**config.mk**
```make
export PLATFORM = sky130hd
export DESIGN_NAME = sensor_monitor_ctrl
export DESIGN_NICKNAME = d
export VERILOG_FILES = /design/src/rtl/sensor_mon_pkg.sv /design/src/rtl/sensor_monitor_ctrl_sample_timer.sv /design/src/rtl/sensor_monitor_ctrl.sv
export SDC_FILE = /design/constraint.sdc
export NUM_CORES = 1
export LEC_CHECK = 0
export CORE_MARGIN = 2
export CORE_UTILIZATION = 54
export DETAILED_ROUTE_END_ITERATION = 7
export GPL_TIMING_DRIVEN = 1
export PLACE_DENSITY = 0.89
export SLEW_MARGIN = 15
export SYNTH_ARGS = -nofsm -noshare
export SYNTH_HDL_FRONTEND = slang
export SYNTH_SLANG_ARGS = --single-unit
```
**constraint.sdc**
```tcl
create_clock -name clk -period 3.75 [get_ports clk]
set_input_delay 0.75 -clock clk [delete_from_list [all_inputs] [get_ports clk]]
set_output_delay 0.75 -clock clk [all_outputs]
set_load 0.005 [all_outputs]
```
**src/rtl/sensor_mon_pkg.sv**
```systemverilog
// rtl/sensor_mon_pkg.sv - shared state type, defaults and error rule for the sensor monitor
//
// Purpose : types and constants imported by sample_timer and sensor_monitor_ctrl.
// Contents: mon_state_t FSM encoding, default SAMPLE_PERIOD / CONFIRM_CNT,
//           eval_err() combining the four raw sensor lines into one error flag.
// Ports   : none (package).

package sensor_mon_pkg;

  localparam int SAMPLE_PERIOD_DEF = 8;
  localparam int CONFIRM_CNT_DEF   = 3;

  typedef enum logic [2:0] {
    IDLE    = 3'd0,
    MONITOR = 3'd1,
    CONFIRM = 3'd2,
    ALARM   = 3'd3,
    CLEAR   = 3'd4
  } mon_state_t;

  // Line 0 is a hard fault on its own; line 1 only counts when backed by 2 or 3.
  function automatic logic eval_err(input logic [3:0] s);
    return s[0] | (s[1] & (s[2] | s[3]));
  endfunction

endpackage

```
**src/rtl/sensor_monitor_ctrl_sample_timer.sv**
```systemverilog
// rtl/sensor_monitor_ctrl_sample_timer.sv - free-running sample period timer
//
// Purpose : counts 0..PERIOD-1 while enabled and flags the last count as a tick.
// Ports   : clk    - clock, rising edge
//           rst    - synchronous active-high reset
//           clear  - synchronous counter clear (monitoring disabled)
//           enable - count enable
//           tick   - high during the cycle the counter sits at PERIOD-1

module sample_timer
  import sensor_mon_pkg::*;
#(
  parameter int PERIOD = SAMPLE_PERIOD_DEF
) (
  input  logic clk,
  input  logic rst,
  input  logic clear,
  input  logic enable,
  output logic tick
);

  localparam int            CW   = (PERIOD > 1) ? $clog2(PERIOD) : 1;
  localparam logic [CW-1:0] LAST = CW'(PERIOD - 1);

  logic [CW-1:0] r_count;
  logic          w_last;

  assign w_last = (r_count == LAST);

  always_ff @(posedge clk) begin
    if (rst || clear) begin
      r_count <= '0;
    end else if (enable) begin
      r_count <= w_last ? '0 : r_count + CW'(1);
    end
  end

  assign tick = enable && w_last;

endmodule

```
**src/rtl/sensor_monitor_ctrl.sv**
```systemverilog
// rtl/sensor_monitor_ctrl.sv - debounced sensor error monitor with alarm/ack handshake
//
// Purpose : samples the sensor lines every SAMPLE_PERIOD cycles, confirms an error
//           over CONFIRM_CNT consecutive samples, raises alarm until the host acks,
//           then waits for one clean sample before monitoring again.
// Ports   : clk           - clock, rising edge
//           rst           - synchronous active-high reset
//           enable        - monitoring enable; low forces IDLE
//           sensors[3:0]  - raw sensor lines
//           ack           - alarm acknowledge (only honoured in ALARM)
//           alarm         - confirmed error, held until acknowledged
//           pending       - high while confirming an error
//           sample_strobe - one-cycle pulse when err_sample updates
//           err_sample    - registered error flag of the latest sample
//           alarm_count   - [SENSOR_MON_LOG_EN] saturating count of ALARM entries
//           alarm_snapshot- [SENSOR_MON_LOG_EN] sensors captured for the alarming sample
// Build   : define SENSOR_MON_LOG_EN to add the alarm log outputs.

module sensor_monitor_ctrl
  import sensor_mon_pkg::*;
#(
  parameter int SAMPLE_PERIOD = SAMPLE_PERIOD_DEF,
  parameter int CONFIRM_CNT   = CONFIRM_CNT_DEF
) (
  input  logic       clk,
  input  logic       rst,
  input  logic       enable,
  input  logic [3:0] sensors,
  input  logic       ack,
  output logic       alarm,
  output logic       pending,
  output logic       sample_strobe,
  output logic       err_sample
`ifdef SENSOR_MON_LOG_EN
  ,
  output logic [7:0] alarm_count,
  output logic [3:0] alarm_snapshot
`endif
);

  localparam logic [3:0] LP_CONFIRM = 4'(CONFIRM_CNT);

  mon_state_t r_state;
  mon_state_t w_next_state;
  logic [3:0] r_hit_cnt;
  logic [3:0] w_next_hit;
  logic [3:0] w_hit_inc;
  logic       r_alarm;
  logic       r_pending;
  logic       r_strobe;
  logic       r_err;
  logic       w_tick;
  logic       w_timer_clear;

  // Disabling monitoring restarts the sample window from zero.
  assign w_timer_clear = ~enable;

  sample_timer #(
    .PERIOD (SAMPLE_PERIOD)
  ) u_timer (
    .clk    (clk),
    .rst    (rst),
    .clear  (w_timer_clear),
    .enable (enable),
    .tick   (w_tick)
  );

  // Sample path: capture on tick, strobe the cycle after so the FSM sees the new flag.
  always_ff @(posedge clk) begin
    if (rst) begin
      r_err    <= 1'b0;
      r_strobe <= 1'b0;
    end else begin
      r_strobe <= w_tick;
      if (w_tick) begin
        r_err <= eval_err(sensors);
      end
    end
  end

  assign w_hit_inc = r_hit_cnt + 4'd1;

  always_comb begin
    w_next_state = r_state;
    w_next_hit   = r_hit_cnt;
    if (!enable) begin
      w_next_state = IDLE;
      w_next_hit   = '0;
    end else begin
      case (r_state)
        IDLE: begin
          w_next_state = MONITOR;
          w_next_hit   = '0;
        end
        MONITOR: begin
          if (r_strobe && r_err) begin
            w_next_hit   = 4'd1;
            w_next_state = (LP_CONFIRM == 4'd1) ? ALARM : CONFIRM;
          end
        end
        CONFIRM: begin
          if (r_strobe) begin
            if (r_err) begin
              w_next_hit = w_hit_inc;
              if (w_hit_inc >= LP_CONFIRM) begin
                w_next_state = ALARM;
              end
            end else begin
              w_next_hit   = '0;
              w_next_state = MONITOR;
            end
          end
        end
        ALARM: begin
          // Strobes are ignored here; only ack moves on.
          if (ack) begin
            w_next_state = CLEAR;
            w_next_hit   = '0;
          end
        end
        CLEAR: begin
          // A persistent fault keeps us here; one clean sample re-arms.
          if (r_strobe && !r_err) begin
            w_next_state = MONITOR;
          end
        end
        default: begin
          w_next_state = IDLE;
          w_next_hit   = '0;
        end
      endcase
    end
  end

  // State plus outputs decoded from the next state, so alarm/pending are registered.
  always_ff @(posedge clk) begin
    if (rst) begin
      r_state   <= IDLE;
      r_hit_cnt <= '0;
      r_alarm   <= 1'b0;
      r_pending <= 1'b0;
    end else begin
      r_state   <= w_next_state;
      r_hit_cnt <= w_next_hit;
      r_alarm   <= (w_next_state == ALARM);
      r_pending <= (w_next_state == CONFIRM);
    end
  end

  assign alarm         = r_alarm;
  assign pending       = r_pending;
  assign sample_strobe = r_strobe;
  assign err_sample    = r_err;

`ifdef SENSOR_MON_LOG_EN
  logic [7:0] r_alarm_count;
  logic [3:0] r_alarm_snapshot;
  logic [3:0] r_tick_sensors;
  logic       w_alarm_entry;

  assign w_alarm_entry = (w_next_state == ALARM) && (r_state != ALARM);

  // r_tick_sensors holds the raw lines behind the current err_sample, so on
  // entry (a strobe cycle) it is exactly the sample that caused the alarm.
  always_ff @(posedge clk) begin
    if (rst) begin
      r_alarm_count    <= '0;
      r_alarm_snapshot <= '0;
      r_tick_sensors   <= '0;
    end else begin
      if (w_tick) begin
        r_tick_sensors <= sensors;
      end
      if (w_alarm_entry) begin
        if (r_alarm_count != 8'hFF) begin
          r_alarm_count <= r_alarm_count + 8'd1;
        end
        r_alarm_snapshot <= r_tick_sensors;
      end
    end
  end

  assign alarm_count    = r_alarm_count;
  assign alarm_snapshot = r_alarm_snapshot;
`endif

endmodule

```
# After elaboration in Yosys (flattened, before gate mapping)
# Cells that the tools add are included.
# Widths: inputs -> output; s select.
dict set report totals {
  inputBits 8
  reg_bits 14
  out_inout_bits 4
}
dict set report op_classes {
  bitwise_logic 5
  addsub 2
  n_lt_le_gt_ge 1
  reduce_logical 8
  muxes 14
  n_eq_ne 10
}
# op n
set ops {}
lappend ops {{$mux 3} 8}
lappend ops {{$mux 4} 4}
lappend ops {{$pmux 4 s4} 1}
lappend ops {{$pmux 3 s5} 1}
lappend ops {{$eq 3x2->1 const B} 4}
lappend ops {{$eq 3x3->1 const B} 2}
lappend ops {{$ne 2x2->1 const B} 3}
lappend ops {{$add 4x1->4 const B} 1}
lappend ops {{$ge 4x2->1 const B} 1}
lappend ops {{$reduce_and 4->1} 1}
lappend ops {{$add 3x1->3 const B} 1}
lappend ops {{$eq 3x1->1 const B} 1}
lappend ops {{$logic_and 1x1->1} 3}
lappend ops {{$logic_not 3->1} 1}
lappend ops {{$not 1->1} 2}
lappend ops {{$or 1x1->1} 2}
lappend ops {{$reduce_or 2->1} 1}
lappend ops {{$and 1x1->1} 1}
lappend ops {{$logic_not 1->1} 1}
lappend ops {{$logic_or 1x1->1} 1}

# Longest topological paths before layout
# Gate-level depths: netlist of the first run.
dict set report depth {
  ltp_word 8
  ltp_mapped 5
  ltp_nobuf 5
}

# Modules after synthesis
# A second synthesis of the first run with hierarchy kept.
dict set report hier_totals {
  hier_cells 91
  hier_area_um2 809.5
}
# module cells_per_inst area_per_inst_um2 instances
set by_module_without_submodules {}
lappend by_module_without_submodules {sensor_monitor_ctrl 78 660.6 1}
lappend by_module_without_submodules {sample_timer 13 148.9 1}

# Worst setup path before layout of the first run
# OpenSTA, ideal clock, no wires.
dict set report synth_timing {
  path_kind {in2reg}
  startpoint {in ack}
  endpoint {reg r_hit_cnt[1]}
  slack_ns 2.090
  setup_time_ns 0.070
  required_ns 3.680
  t_arrival_ns 1.590
  stages 4
  path_cell_list {nand2_1 > and4b_1 > or4_1 > a21oi_1}
}
dict set report synth_between {
  elab_chain_cells 2
}
# element line_no
set synth_lines {}
lappend synth_lines {{start: declaration} sensor_monitor_ctrl.sv:29} ;# input logic ack,
lappend synth_lines {{$ne 2x2->1 (no source line)} --}
lappend synth_lines {{$reduce_and 4->1 (no source line)} --}
lappend synth_lines {{end signal: assignment} sensor_monitor_ctrl.sv:144} ;# r_hit_cnt <= w_next_hit;
lappend synth_lines {{end: declaration} sensor_monitor_ctrl.sv:45} ;# logic [3:0] r_hit_cnt;
# Every way passes these cells.
# A chain may end at the register's enable or synchronous reset.

# Worst setup path in the final report of the first run
dict set report layout_timing {
  startpoint {reg r_err, in the netlist err_sample}
  endpoint {out err_sample}
}
# element line_no
set layout_rtl {}
lappend layout_rtl {{start: declaration} sensor_monitor_ctrl.sv:51} ;# logic r_err;
lappend layout_rtl {{start signal: assignment} sensor_monitor_ctrl.sv:76} ;# r_err <= eval_err(sensors);
lappend layout_rtl {{end: declaration} sensor_monitor_ctrl.sv:33} ;# output logic err_sample
# No word-level cell between the ends.

==> impl_metrics.env, run 1 <==
export IMPL_grt_pass1_vias=588
export IMPL_r2r_start="r_state[0]"
export IMPL_rr_worst_depth=4
export IMPL_cts_post_setup_buffers_inserted=0
export IMPL_layout_drive_gt1_share=0.0722
export IMPL_hold_viol=0
export IMPL_cp_max_fo=9
export IMPL_p_leak_nw=0.335
export IMPL_synth_common_cells="14 x dfxtp_1, 7 x a21oi_1"
export IMPL_drcViolationCount=0
export IMPL_finalSetupViolations=0
export IMPL_ant_nets=0
export IMPL_arrival_ns=1.37
export IMPL_io_pins=12
export IMPL_synth_top_cell_by_area="dfxtp_1"
export IMPL_syn_avg_cell_area_um2=8.95
export IMPL_h_tree_depth=1
export IMPL_synthToLayoutAreaGrowth_pct=18.4
export IMPL_ys_seq_elements=14
export IMPL_cpMaxStageDelayCell="clkdlybuf4s50_1"
export IMPL_ys_flop_type="dfxtp_1"
export IMPL_synth_most_common_cell="dfxtp_1"
export IMPL_fin_skew_ns=0.00130
export IMPL_ctsHoldBuffers=0
export IMPL_fillers=106
export IMPL_hold_path_class="reg -> reg"
export IMPL_final_nets=110
export IMPL_start_util=0.584
export IMPL_synth_top_cell_area_share=0.364
export IMPL_overflow=0
export IMPL_cts_sinks=14
export IMPL_root_buffer="clkbuf_4"
export IMPL_vias=701
export IMPL_cts_path_max_buffers=2
export IMPL_grt_max_degree=16
export IMPL_synthArstFlopShare=0
export IMPL_grt_pass1_wl_um=2540
export IMPL_netlist_instances=86
export IMPL_first_pass_iters=4
export IMPL_maxSlewHeadroom=0.681
export IMPL_hp_start="u_timer.r_count[0]"
export IMPL_clk_latency_ns=0.27
export IMPL_wirelength_um=1480
export IMPL_ys_top_cells_by_area="dfxtp_1 36%, ha_1 6.5%, a21oi_1 4.6%"
export IMPL_ys_warnings_count=0
export IMPL_outcome="completed"
export IMPL_wire_per_inst_um=13.2
export IMPL_whs_path_depth=1
export IMPL_diodes=0
export IMPL_p_total_mw=0.275
export IMPL_path_cells="clkdlybuf4s50_1"
export IMPL_crit_type="reg -> out"
export IMPL_fin_crit_sh=0.566
export IMPL_synth_edff_count=0
export IMPL_io_buffers=11
export IMPL_cts_tree="yes"
export IMPL_row_count=13
export IMPL_gp_congestion=0.823
export IMPL_utilization=0.691
export IMPL_startpoint="err_sample"
export IMPL_synth_distinct_cells=37
export IMPL_fin_crit_ns=2.12
export IMPL_slew_violations=0
export IMPL_cts_buffers=3
export IMPL_place_hpwl_um=1130
export IMPL_worst_pin_slew_ns=0.477
export IMPL_die_area_um2=1740
export IMPL_avgViaCountPerCell=6.26
export IMPL_worstSetupPathDepth=1
export IMPL_clkTransAtPathRegs_ns=0.08
export IMPL_fmax_mhz=471
export IMPL_synth_nets=98
export IMPL_max_stage_delay_ns=0.57
export IMPL_dieWidth_um=41.8
export IMPL_coreArea_um2=1320
export IMPL_die_h_um=41.8
export IMPL_drtIter0Drc=27
export IMPL_path_delay_family="buffers and inverters"
export IMPL_path_buf_inv=1
export IMPL_setup_tns_ns=0
export IMPL_cp_start_kind="flop"
export IMPL_synth_area_um2=769
export IMPL_antenna_found_initial=0
export IMPL_crit_required_ns=3.00
export IMPL_vdd_ir_drop_max_v=0.000208
export IMPL_powerDensity_nw_per_um2=302
export IMPL_drv_cap=0
export IMPL_grt_setup_unrepaired="no"
export IMPL_ys_seq_area_frac=0.364
export IMPL_grtUsageTotal=0.192
export IMPL_cts_resized=0
export IMPL_critical_path_endpoint_type="output pin"
## layer usage
layer  GRT usage  routed length, um  up-vias
met5           0                  0        -
met1       0.245                669      331
met2       0.294                733       21
met3      0.0261                 66        2
met4       0.142                 14        0
li1            -                  -      347
## flip-flops by register name, indices dropped and copies added, names as in the netlist
name / cells
r_hit_cnt: 4
r_state: 3
u_timer.r_count: 3
alarm: 1
err_sample: 1
pending: 1
sample_strobe: 1
## placed cells by master (no fill, tap or decap), types with 2 or more instances in the layout
| cell type | count |
|---|---|
| nor3_1 | 2 |
| nand3_1 | 4 |
| o21ai_1 | 2 |
| nor2_1 | 4 |
| clkbuf_4 | 3 |
| nor2b_1 | 3 |
| and2_1 | 3 |
| a21oi_1 | 7 |
| clkdlybuf4s50_1 | 11 |
| nand2b_1 | 3 |
| nand4b_1 | 3 |
| o21ai_0 | 3 |
| nand3b_1 | 3 |
| dfxtp_1 | 14 |
| nor3b_1 | 2 |
| ha_1 | 4 |
| nand2_1 | 4 |
| xnor2_1 | 2 |
| and4b_1 | 2 |
## report_power, final
part	total, mW	switching [mW]	internal [mW]
Combinational	0.0180	0.00724	0.0108
Clock	0.104	0.0452	0.0590
Sequential	0.153	0.00274	0.150
## worst register-to-register path, stage by stage, from the launching register on
cell	delay, ns
dfxtp_1	0.57
nor2b_1	0.17
a22o_1	0.29
or4_1	0.51
a21oi_1	0.14
## final timing paths
check / to / slack, ns
min reg2reg: u_timer.r_count[0] / 0.44
max: err_sample / 1.63
min: u_timer.r_count[0] / 0.44
max reg2reg: r_hit_cnt[1] / 2.01
## stage by stage
step / instance area [um^2] / setup WS [ns] / hold WS (ns) / cells
final: 911 / 1.63 / 0.444 / 112
after global routing: 911 / 1.57 / 0.470 / 112
after CTS: 911 / 1.63 / 0.448 / 112
after detailed placement: 875 / 1.47 / 0.436 / 108
after global placement: 875 / 1.50 / 0.420 / 108
after floorplan: 769 / 2.09 / 0.408 / 86
## cells by family after synthesis
| group | count (synthesis) | synth area share |
|---|---|---|
| fa+ha+maj | 4 | 0.0650 |
| simple gates | 38 | 0.312 |
| flops | 14 | 0.364 |
| buf+inv | 5 | 0.0358 |
| compound gates | 23 | 0.200 |
| xor+xnor | 2 | 0.0228 |
## cell type report
cell class                 instances  area, um^2  share of cell area
timing repair buffer              11         110               0.121
tap                               15        18.8              0.0206
multi-input combinational         67         462               0.507
sequential                        14         280               0.308
inverter                           1        3.75             0.00412
clock buffer                       4        36.3              0.0398
(Power assumes the default switching activity.)
==> run 2: changes to the inputs <==
- CORE_UTILIZATION: 54 -> 46
- PLACE_DENSITY: 0.89 -> 0.82
- clock period: 3.75 -> 1.7 ns (I/O delays scaled with it)
==> impl_metrics.env, run 2 (synthesis results as in run 1) <==
export IMPL_arrival_ns=1.87
export IMPL_vdd_ir_drop_max_v=0.000409
export IMPL_cts_buffers=3
export IMPL_final_area_um2=968
export IMPL_grtUsageTotal=0.204
export IMPL_cts_tree="yes"
export IMPL_dpl_worst_slack_ns=-0.157
export IMPL_first_pass_iters=4
export IMPL_root_buffer="clkbuf_4"
export IMPL_reg_top3="r_hit_cnt (4), r_state (3), u_timer.r_count (3)"
export IMPL_drv_cap=0
export IMPL_path_cells="nor2b_1, a22o_1, or4_1, a21oi_1"
export IMPL_crit_required_ns=1.93
export IMPL_fmax_mhz=609
export IMPL_cts_path_max_buffers=2
export IMPL_r2r_start="r_state[1]"
export IMPL_post_dp_cell_area_um2=928
export IMPL_critical_path_endpoint_type="flop"
export IMPL_clkTransAtPathRegs_ns=0.09
export IMPL_gp_congestion=0.844
export IMPL_slew_violations=0
export IMPL_cp_max_fo=13
export IMPL_max_stage_delay_ns=0.50
export IMPL_maxSlewHeadroom=0.723
export IMPL_wirelength_um=1670
export IMPL_row_count=14
export IMPL_path_buf_inv=0
export IMPL_path_delay_family="simple AND/OR/NAND/NOR gates"
export IMPL_worst_pin_slew_ns=0.415
export IMPL_powerDensity_nw_per_um2=651
export IMPL_clk_latency_ns=0.29
export IMPL_setup_slack_ns=0.0584
export IMPL_avgViaCountPerCell=5.98
export IMPL_overflow=0
export IMPL_drtIter0Drc=11
export IMPL_layout_drive_gt1_share=0.163
export IMPL_outcome="completed"
export IMPL_grt_use_met3=0.0600
export IMPL_hold_viol=0
export IMPL_use_met2=0.348
export IMPL_regToRegSetupSlack_ns=0.06
export IMPL_cts_resized=1
export IMPL_io_buffers=11
export IMPL_antenna_found_initial=0
export IMPL_finalSetupViolations=0
export IMPL_grt_max_degree=14
export IMPL_start_util=0.499
export IMPL_dieWidth_um=44.9
export IMPL_grt_pass1_vias=696
export IMPL_mostFrequentLayoutCells="11 x dfxtp_1, 11 x clkdlybuf4s50_1, 7 x a21oi_1, 7 x buf_4"
export IMPL_utilization=0.628
export IMPL_cp_start_kind="flop"
export IMPL_fin_crit_ns=1.64
export IMPL_cts_sinks=14
export IMPL_fin_skew_ns=0.00623
export IMPL_diodes=0
export IMPL_largest_register="r_hit_cnt"
export IMPL_vias=718
export IMPL_final_nets=117
export IMPL_die_area_um2=2020
export IMPL_whs_endpoint="u_timer.r_count[0]"
export IMPL_h_tree_depth=1
export IMPL_wire_per_inst_um=13.9
export IMPL_setup_tns_ns=0
export IMPL_place_hpwl_um=1250
export IMPL_hp_start="u_timer.r_count[0]"
export IMPL_p_leak_nw=0.372
export IMPL_use_met1=0.243
export IMPL_ant_nets=0
export IMPL_r2r_end="r_hit_cnt[1]"
export IMPL_grt_setup_unrepaired="no"
export IMPL_ctsHoldBuffers=0
export IMPL_grt_pass1_wl_um=2980
export IMPL_whs_path_depth=1
export IMPL_largest_register_ffs=4
export IMPL_cpMaxStageDelayCell="or4_1"
export IMPL_die_h_um=44.9
export IMPL_hold_path_class="reg -> reg"
export IMPL_grt_busiest_layer="met2"
export IMPL_io_pins=12
export IMPL_coreArea_um2=1540
export IMPL_crit_type="reg -> reg"
export IMPL_synthToLayoutAreaGrowth_pct=25.9
export IMPL_rr_worst_depth=4
export IMPL_fin_crit_sh=0.966
export IMPL_cts_post_setup_buffers_inserted=0
export IMPL_drcViolationCount=0
-- run 2: changes by cell type in the layout (fill, tap and decap cells not counted) --
cell / delta
buf_4: +7
dfxtp_1: -3
dfxtp_2: +3
-- run 2: worst register-to-register path: stages (launching register included) --
cell and delay, ns:
dfxtp_1 0.44, nor2b_1 0.23, a22o_1 0.25, or4_1 0.50
a21oi_1 0.15
-- run 2: power by group --
| group | internal, mW | total, mW | switching [mW] | leakage (nW) |
|---|---|---|---|---|
| sequential | 0.332 | 0.337 | 0.00501 | 0.115 |
| combinational | 0.0283 | 0.0466 | 0.0182 | 0.236 |
| clock | 0.131 | 0.247 | 0.117 | 0.0210 |
-- run 2: worst max-delay path by stage --
| stage | from | endpoint | slack, ns | cells past startpoint |
|---|---|---|---|---|
| 2_1_floorplan | sample_strobe | r_hit_cnt[1] | 0.26 | 4 |
| 3_3_place_gp | ack | r_hit_cnt[1] | -0.1 | 5 |
| 3_5_place_dp | ack | r_hit_cnt[1] | -0.16 | 5 |
| 4_1_cts | sample_strobe | sample_strobe | 0.03 | 1 |
| 5_1_grt | r_state[1] | r_hit_cnt[1] | 0.005 | 4 |
| 6_report | r_state[1] | r_hit_cnt[1] | 0.06 | 4 |
-- run 2: metrics by stage --
stage	hold WS, ns	power (mW)	instances
4_1_cts	0.442	0.637	120
3_3_place_gp	0.420	0.389	116
5_1_grt	0.453	0.658	120
6_report	0.434	0.631	120
3_5_place_dp	0.428	0.391	116
2_1_floorplan	0.408	0.363	86
-- run 2: cell type report --
type	instances	area (um^2)
Sequential cell	14	284
Clock buffer	4	36.3
Multi-Input combinational cell	67	462
Timing Repair Buffer	18	163
Tap cell	16	20.0
Fill cell	129	573
Inverter	1	3.75
-- run 2: metal layers --
metal  part of all wire  routed length [um]  vias up
met1               0.47                 779      337
met2               0.47                 775       25
li1                   -                   -      353
met3              0.055                  92        3
met5                  0                   0        -
met4              0.010                  17        0
==> run 3: changes to the inputs <==
- CORE_UTILIZATION: 46 -> 51
- PLACE_DENSITY: 0.82 -> 0.85
- clock period: 1.7 -> 1.6 ns (I/O delays scaled with it)
==> impl_metrics.env, run 3 (synthesis results as in run 1) <==
export IMPL_hold_viol=0
export IMPL_crit_required_ns=1.28
export IMPL_dpl_worst_slack_ns=-0.212
export IMPL_clk_latency_ns=0.27
export IMPL_clkTransAtPathRegs_ns=0.08
export IMPL_synthToLayoutAreaGrowth_pct=31.1
export IMPL_switching_share=0.202
export IMPL_hp_start="u_timer.r_count[0]"
export IMPL_rr_worst_depth=4
export IMPL_fmax_mhz=645
export IMPL_final_cells=123
export IMPL_arrival_ns=1.23
export IMPL_worst_pin_slew_ns=0.331
export IMPL_root_buffer="clkbuf_4"
export IMPL_grt_pass1_vias=703
export IMPL_wire_per_inst_um=13.3
export IMPL_r2r_end="r_hit_cnt[1]"
export IMPL_vias=735
export IMPL_hold_path_class="reg -> reg"
export IMPL_whs_endpoint="u_timer.r_count[0]"
export IMPL_ctsHoldBuffers=0
export IMPL_p_switching_mw=0.133
export IMPL_io_pins=12
export IMPL_vdd_ir_drop_max_v=0.000584
export IMPL_final_nets=120
export IMPL_overflow=0
export IMPL_utilization=0.694
export IMPL_slew_violations=0
export IMPL_largest_register="r_hit_cnt"
export IMPL_path_buf_inv=1
export IMPL_cts_buffers=3
export IMPL_io_buffers=11
export IMPL_clkPwrFrac=0.373
export IMPL_first_pass_iters=4
export IMPL_dp_cells=119
export IMPL_drtIter0Drc=6
export IMPL_pwr_share_comb=0.081
export IMPL_grt_setup_unrepaired="no"
export IMPL_mostFrequentLayoutCells="11 x clkdlybuf4s50_1, 10 x buf_4, 9 x dfxtp_1"
export IMPL_cts_path_max_buffers=2
export IMPL_die_area_um2=1840
export IMPL_dieWidth_um=42.8
export IMPL_row_count=14
export IMPL_cp_max_fo=9
export IMPL_crit_type="reg -> out"
export IMPL_critical_path_endpoint_type="output pin"
export IMPL_largest_register_ffs=4
export IMPL_finalSetupViolations=0
export IMPL_r2r_start="r_hit_cnt[0]"
export IMPL_antenna_found_initial=0
export IMPL_layout_drive_gt1_share=0.234
export IMPL_p_leak_nw=0.392
export IMPL_die_h_um=42.8
export IMPL_regToRegSetupSlack_ns=0.10
export IMPL_cts_sinks=14
export IMPL_whs_path_depth=1
export IMPL_ant_nets=0
export IMPL_grt_pass1_wl_um=2880
export IMPL_cts_tree="yes"
export IMPL_cts_post_setup_buffers_inserted=0
export IMPL_cp_start_kind="flop"
export IMPL_h_tree_depth=1
export IMPL_start_util=0.529
export IMPL_cpMaxStageDelayCell="clkdlybuf4s50_1"
export IMPL_drcViolationCount=0
export IMPL_gp_congestion=0.827
export IMPL_grtUsageTotal=0.200
export IMPL_maxSlewHeadroom=0.779
export IMPL_outcome="completed"
export IMPL_drv_cap=0
export IMPL_fin_crit_sh=0.970
export IMPL_path_cells="clkdlybuf4s50_1"
export IMPL_path_delay_family="buffers and inverters"
export IMPL_startpoint="err_sample"
export IMPL_worstSetupPathDepth=1
export IMPL_p_seq_frac=0.545
export IMPL_grt_max_degree=11
export IMPL_max_stage_delay_ns=0.53
export IMPL_mostFrequentLayoutCell="clkdlybuf4s50_1"
export IMPL_reg_top3="r_hit_cnt (4), r_state (3), u_timer.r_count (3)"
export IMPL_place_hpwl_um=1280
export IMPL_coreArea_um2=1450
export IMPL_setup_tns_ns=0
export IMPL_fin_skew_ns=0.00129
export IMPL_fin_crit_ns=1.55
export IMPL_setup_slack_ns=0.0486
export IMPL_powerDensity_nw_per_um2=651
export IMPL_p_int_mw=0.524
export IMPL_avgViaCountPerCell=5.98
export IMPL_wirelength_um=1630
export IMPL_diodes=0
-- run 3: changes by cell type in the layout (fill, tap and decap cells not counted) --
cell,previous run,this run
o32ai_1,1,0
a21oi_1,7,6
dfxtp_2,3,5
buf_4,7,10
or4_1,1,0
a21oi_2,0,1
or4_4,0,1
dfxtp_1,11,9
o32ai_2,0,1
-- run 3: metrics by stage --
step	hold WS (ns)	power (mW)	cell area, um^2
6_report	0.437	0.656	1010
5_1_grt	0.451	0.683	1010
4_1_cts	0.443	0.661	990
3_5_place_dp	0.431	0.418	951
3_3_place_gp	0.413	0.417	951
2_1_floorplan	0.399	0.386	769
-- run 3: cell type report --
cell class / instances / area (um^2)
flip-flops and latches: 14 / 287
well taps: 16 / 20.0
fillers: 116 / 445
multi-input cells: 67 / 477
repair buffers: 21 / 185
inverters: 1 / 3.75
clock buffers: 4 / 36.3
-- run 3: metal layers --
metal	track usage	vias to the layer above	wire (um)
li1	-	360	-
met4	0.0563	0	0
met5	0	-	0
met3	0.0383	0	49
met2	0.345	12	836
met1	0.251	363	748
-- run 3: power by group through the flow --
stage | clock (mW) | combinational [mW] | sequential, mW
2_1_floorplan | 0 | 0.0228 | 0.363
3_3_place_gp | 0 | 0.0515 | 0.366
3_5_place_dp | 0 | 0.0526 | 0.366
4_1_cts | 0.250 | 0.0528 | 0.357
5_1_grt | 0.264 | 0.0601 | 0.358
6_report | 0.245 | 0.0534 | 0.358
-- run 3: repair_timing --
item	in CTS	in global routing
endpoints found under the hold margin	0	0
gates resized for setup	2	6
endpoints found under the setup margin	2	4
-- run 3: worst max path at each step --
stage                   end  slack [ns]
2_1_floorplan  r_hit_cnt[1]        0.16
3_3_place_gp   r_hit_cnt[1]       -0.17
3_5_place_dp   r_hit_cnt[1]       -0.21
4_1_cts             pending        0.02
5_1_grt          err_sample       0.006
6_report         err_sample        0.05
